[src/rtl/fpu_ss_in_buf.sv]
// Instruction input buffer for the FPU subsystem. It holds offloaded instructions with their ID.
// Entries killed through the commit interface are dropped at the head and never presented downstream.
module fpu_ss_in_buf #(
  parameter int unsigned DEPTH        = 4,
  parameter int unsigned DATA_WIDTH   = 64,
  parameter int unsigned ID_WIDTH     = 4,
  parameter bit          FALL_THROUGH = 1'b0
) (
  input  logic                       clk_i,
  input  logic                       rst_ni,
  input  logic                       flush_i,
  input  logic                       push_valid_i,
  output logic                       push_ready_o,
  input  logic [DATA_WIDTH-1:0]      push_data_i,
  input  logic [ID_WIDTH-1:0]        push_id_i,
  output logic                       pop_valid_o,
  input  logic                       pop_ready_i,
  output logic [DATA_WIDTH-1:0]      pop_data_o,
  output logic [ID_WIDTH-1:0]        pop_id_o,
  input  logic                       x_commit_valid_i,
  input  logic [ID_WIDTH-1:0]        x_commit_id_i,
  input  logic                       x_commit_kill_i,
  output logic [$clog2(DEPTH+1)-1:0] usage_o
);

  localparam int unsigned PTR_W = $clog2(DEPTH);
  localparam int unsigned CNT_W = $clog2(DEPTH+1);

  if (DEPTH < 2 || DEPTH > 16) begin : g_depth_check
    $error("fpu_ss_in_buf: DEPTH must be within 2..16");
  end

  logic [DATA_WIDTH-1:0] data_q [DEPTH];
  logic [ID_WIDTH-1:0]   id_q   [DEPTH];
  logic [DEPTH-1:0]      killed_q;
  logic [PTR_W-1:0]      rd_ptr_q, wr_ptr_q;
  logic [CNT_W-1:0]      count_q, count_d;

  logic kill_valid, push_kill, empty, head_killed, head_live;
  logic ft_hit, bypass, write_en, pop_fire, drop, rd_adv;

  function automatic logic [PTR_W-1:0] ptr_inc(input logic [PTR_W-1:0] p);
    return (p == PTR_W'(DEPTH-1)) ? '0 : p + 1'b1;
  endfunction

  assign kill_valid  = x_commit_valid_i & x_commit_kill_i;
  assign push_kill   = kill_valid && (push_id_i == x_commit_id_i);
  assign empty       = (count_q == '0);
  assign head_killed = !empty && killed_q[rd_ptr_q];
  assign head_live   = !empty && !killed_q[rd_ptr_q];

  // Fall-through only when empty and the incoming ID is not being killed this cycle
  assign ft_hit       = FALL_THROUGH && empty && push_valid_i && !push_kill;
  assign push_ready_o = (count_q < CNT_W'(DEPTH));
  assign pop_valid_o  = !flush_i && (ft_hit || head_live);
  assign pop_data_o   = ft_hit ? push_data_i : data_q[rd_ptr_q];
  assign pop_id_o     = ft_hit ? push_id_i   : id_q[rd_ptr_q];
  assign usage_o      = count_q;

  assign bypass   = ft_hit && pop_ready_i;
  assign write_en = push_valid_i && push_ready_o && !flush_i && !bypass;
  assign pop_fire = head_live && pop_ready_i;
  assign drop     = head_killed;
  assign rd_adv   = pop_fire || drop;

  always_comb begin
    count_d = count_q;
    if (write_en && !rd_adv) begin
      count_d = count_q + 1'b1;
    end else if (!write_en && rd_adv) begin
      count_d = count_q - 1'b1;
    end
  end

  // A fresh write overrides any stale kill match on the slot being written
  always_ff @(posedge clk_i or negedge rst_ni) begin
    if (!rst_ni) begin
      count_q  <= '0;
      rd_ptr_q <= '0;
      wr_ptr_q <= '0;
      killed_q <= '0;
      for (int i = 0; i < int'(DEPTH); i++) begin
        data_q[i] <= '0;
        id_q[i]   <= '0;
      end
    end else if (flush_i) begin
      count_q  <= '0;
      rd_ptr_q <= '0;
      wr_ptr_q <= '0;
      killed_q <= '0;
    end else begin
      for (int i = 0; i < int'(DEPTH); i++) begin
        if (kill_valid && (id_q[i] == x_commit_id_i)) begin
          killed_q[i] <= 1'b1;
        end
      end
      if (write_en) begin
        data_q[wr_ptr_q]   <= push_data_i;
        id_q[wr_ptr_q]     <= push_id_i;
        killed_q[wr_ptr_q] <= push_kill;
        wr_ptr_q           <= ptr_inc(wr_ptr_q);
      end
      if (rd_adv) begin
        rd_ptr_q <= ptr_inc(rd_ptr_q);
      end
      count_q <= count_d;
    end
  end

endmodule
[config.mk]
export PLATFORM = sky130hd
export DESIGN_NAME = fpu_ss_in_buf
export DESIGN_NICKNAME = d
export VERILOG_FILES = /design/src/rtl/fpu_ss_in_buf.sv
export SDC_FILE = /design/constraint.sdc
export NUM_CORES = 1
export LEC_CHECK = 0
export BUFFER_PORTS_ARGS = -buffer_cell sky130_fd_sc_hd__buf_2
export CORE_ASPECT_RATIO = 0.5
export CORE_UTILIZATION = 55
export CTS_BUF_LIST = sky130_fd_sc_hd__clkbuf_8
export CTS_CLUSTER_DIAMETER = 150
export DETAILED_ROUTE_END_ITERATION = 16
export PLACE_DENSITY = 0.76
export SLEW_MARGIN = 30
export SYNTH_ARGS = -nofsm -noshare
export SYNTH_HDL_FRONTEND = slang
export SYNTH_SLANG_ARGS = --single-unit
[constraint.sdc]
create_clock -name clk_i -period 2.5 [get_ports clk_i]
set_input_delay 0.25 -clock clk_i [delete_from_list [all_inputs] [get_ports clk_i]]
set_output_delay 0.25 -clock clk_i [all_outputs]
set_load 0.1 [all_outputs]
==> results.toml <==
[clock_network]
cts.htree.levels = 2
cts_tree = "yes"
clk_latency_ns = 0.53
cts_setup_buffers = 0
clk_pin_slew_worst_paths_ns = 0.07
cts_max_path_buffers = 3
root_buffer = "clkbuf_8"
cts_buffers = 41
cts.sinks = 283

[floorplan]
fp.dieW_um = 219
pin_count = 152
dieArea_um2 = 24100
initial_utilization_pct = 56.3
core_area_um2 = 22900
placementRows = 39
die_h_um = 110

[global_routing]
antenna_found_initial = 0
grt_max_degree = 76
grt_use_total_pct = 23.3
grt-ovfl-total = 0
grt_pass1_vias = 8094
grt_first_pass_wirelength_mm = 43.5

[final_layout]
multiInputGateArea_um2 = 5320
mostFrequentLayoutCells = "dfrtp_1 (280), mux2_2 (273), buf_2 (123)"
seq_area_um2 = 7090
fillers = 1616
layout.cells.most_common = "dfrtp_1"
syn2layout_area_growth_pct = 20.0
final_nets = 1098
drive_gt1_share_pct = 56.6

[yosys]
synth-edff-count = 0
syn_area_per_cell_um2 = 16.5
ys.flop_type = "dfrtp_1"
yosysTopAreaCell = "dfrtp_1"
yosysUniqueCellTypes = 35
yosysTopAreaCellShare_pct = 54.9
yosys-top-cells-area = "dfrtp_1 (55%), mux2_2 (24%), mux4_2 (12%)"
synth_seq_cells = 283
yosys_warnings = 0
syn_area_um2 = 12900
synthesis.nets = 866
ys_seq_area_share_pct = 54.9
syn_inst = 781
synthArstFlopShare_pct = 100

[timing]
rsz0062_at_grt = "true"
slew_viol_final = 0
finalCritPeriodShare_pct = 96.3
max_slew_margin_pct = 59.6
fin_ws_ns = 0.0935
skew_ns = 0.0138
min_period_ns = 2.41
hold_viol = 0
setup_viol = 0
fmax_mhz = 416
tightestPinTransition_ns = 0.606

[drt]
via_per_inst = 5.65
routed_wirelength_mm = 27.2
drcViolationCount = 0
vias = 7601
final_antenna_net_count = 0
routedWlPerCell_um = 20.2
dr.pass1.iters = 6
drt-initial-drc-count = 415

[setup_path]
critPathMaxFanout = 33
cp-startpoint = "rd_ptr_q[0]"
endpoint = "pop_data_o[36]"
critPathKind = "reg2out"
r2r-start = "rd_ptr_q[0]"
required_ns = 2.25
endpoint_kind = "output pin"
r2r_end = "usage_o[1]"
r2r_cells = 8
worst_setup_path_start_kind = "register"
arrival_ns = 2.16
ff2ff_setup_slack_ns = 0.20

[placement]
portBuffers = 151
dp_hpwl_mm = 16.7
pre_cts_slack_ns = 0.280
place.gp.congestion = 0.800

[flow_run]
drv_cap = 0

[hold_path]
holdCritStartpoint = "push_id_i[0]"
hold_class = "in2reg"

[run_status]
status = "completed"
[what timing repair did]
action,4_1_cts,5_1_grt
endpoints found under the setup margin,27,30
hold endpoints to repair,332,0
resized for setup,4,38
hold buffers,68,0
[state kept, by name (all words and copies together), names as in the netlist]
signal,count
wr_ptr_q,2
killed_q,4
id_q,16
data_q,256
rd_ptr_q,2
usage_o,3
[routing by layer]
layer	global-route usage [%]	up-vias	routed length (um)
li1	-	3360	-
met5	0	-	0
met1	31.7	4059	12100
met3	4.77	30	1070
met4	6.09	0	321
met2	38.7	152	13600
[cell usage after synthesis (5+ instances only)]
library cell and count:
nand2_1 5, a221oi_2 5, nor3_1 7, ha_1 5
buf_6 30, clkbuf_1 9, nor2_1 17, xor2_1 6
dfrtp_1 283, buf_2 10, xnor2_1 13, inv_1 8
mux2_2 273, mux4_2 68
[cell families (layout without fill, tap and decap cells)]
kind of cell / count (synthesis) / after routing / share of synthesized area, %
AND/OR/NAND/NOR: 48 / 48 / 1.97
AO/OA/AOI/OAI: 22 / 22 / 1.45
flip-flops: 283 / 283 / 54.9
buffers and inverters: 62 / 319 / 4.00
adder cells (fa/ha/maj): 6 / 6 / 0.641
multiplexers: 341 / 341 / 35.7
XOR/XNOR: 19 / 19 / 1.29
other: 0 / 1 / 0
[cell type report]
cell class | count | area share, %
clock inverters | 18 | 0.501
multi-input cells | 436 | 34.4
flip-flops and latches | 283 | 45.8
clock buffers | 50 | 4.45
well taps | 307 | 2.48
diodes | 1 | 0.0162
repair buffers | 243 | 12.2
inverters | 8 | 0.194
[worst max-delay path: stages (launching register included)]
cell and delay, ns:
dfrtp_4 0.48, buf_16 0.28, mux4_2 0.56, clkbuf_4 0.30
[metrics by stage]
stage | hold slack, ns | utilization [%] | cells | area (um^2) | setup TNS (ns)
6_report | 0.0484 | 67.6 | 1346 | 15500 | 0
5_1_grt | 0.0224 | 67.6 | 1345 | 15500 | -0.0385
4_1_cts | 0.0151 | 67.3 | 1345 | 15400 | 0
3_5_place_dp | 0.273 | 60.9 | 1209 | 13900 | 0
3_3_place_gp | 0.262 | 60.9 | 1209 | 13900 | 0
2_1_floorplan | -0.0456 | - | 781 | 12900 | -0.0685
[how the worst min path moves through the flow]
stage | end | slack (ns) | cells after the start
finish | id_q[0] | 0.05 | 2
global route | id_q[12] | 0.02 | 2
detailed placement | data_q[231] | 0.27 | 1
global placement | data_q[235] | 0.26 | 1
floorplan | data_q[0] | -0.05 | 0
CTS | id_q[12] | 0.02 | 2
Power is not shown: default switching activity piles up to over one toggle a cycle in this logic, so the estimate is an artifact.
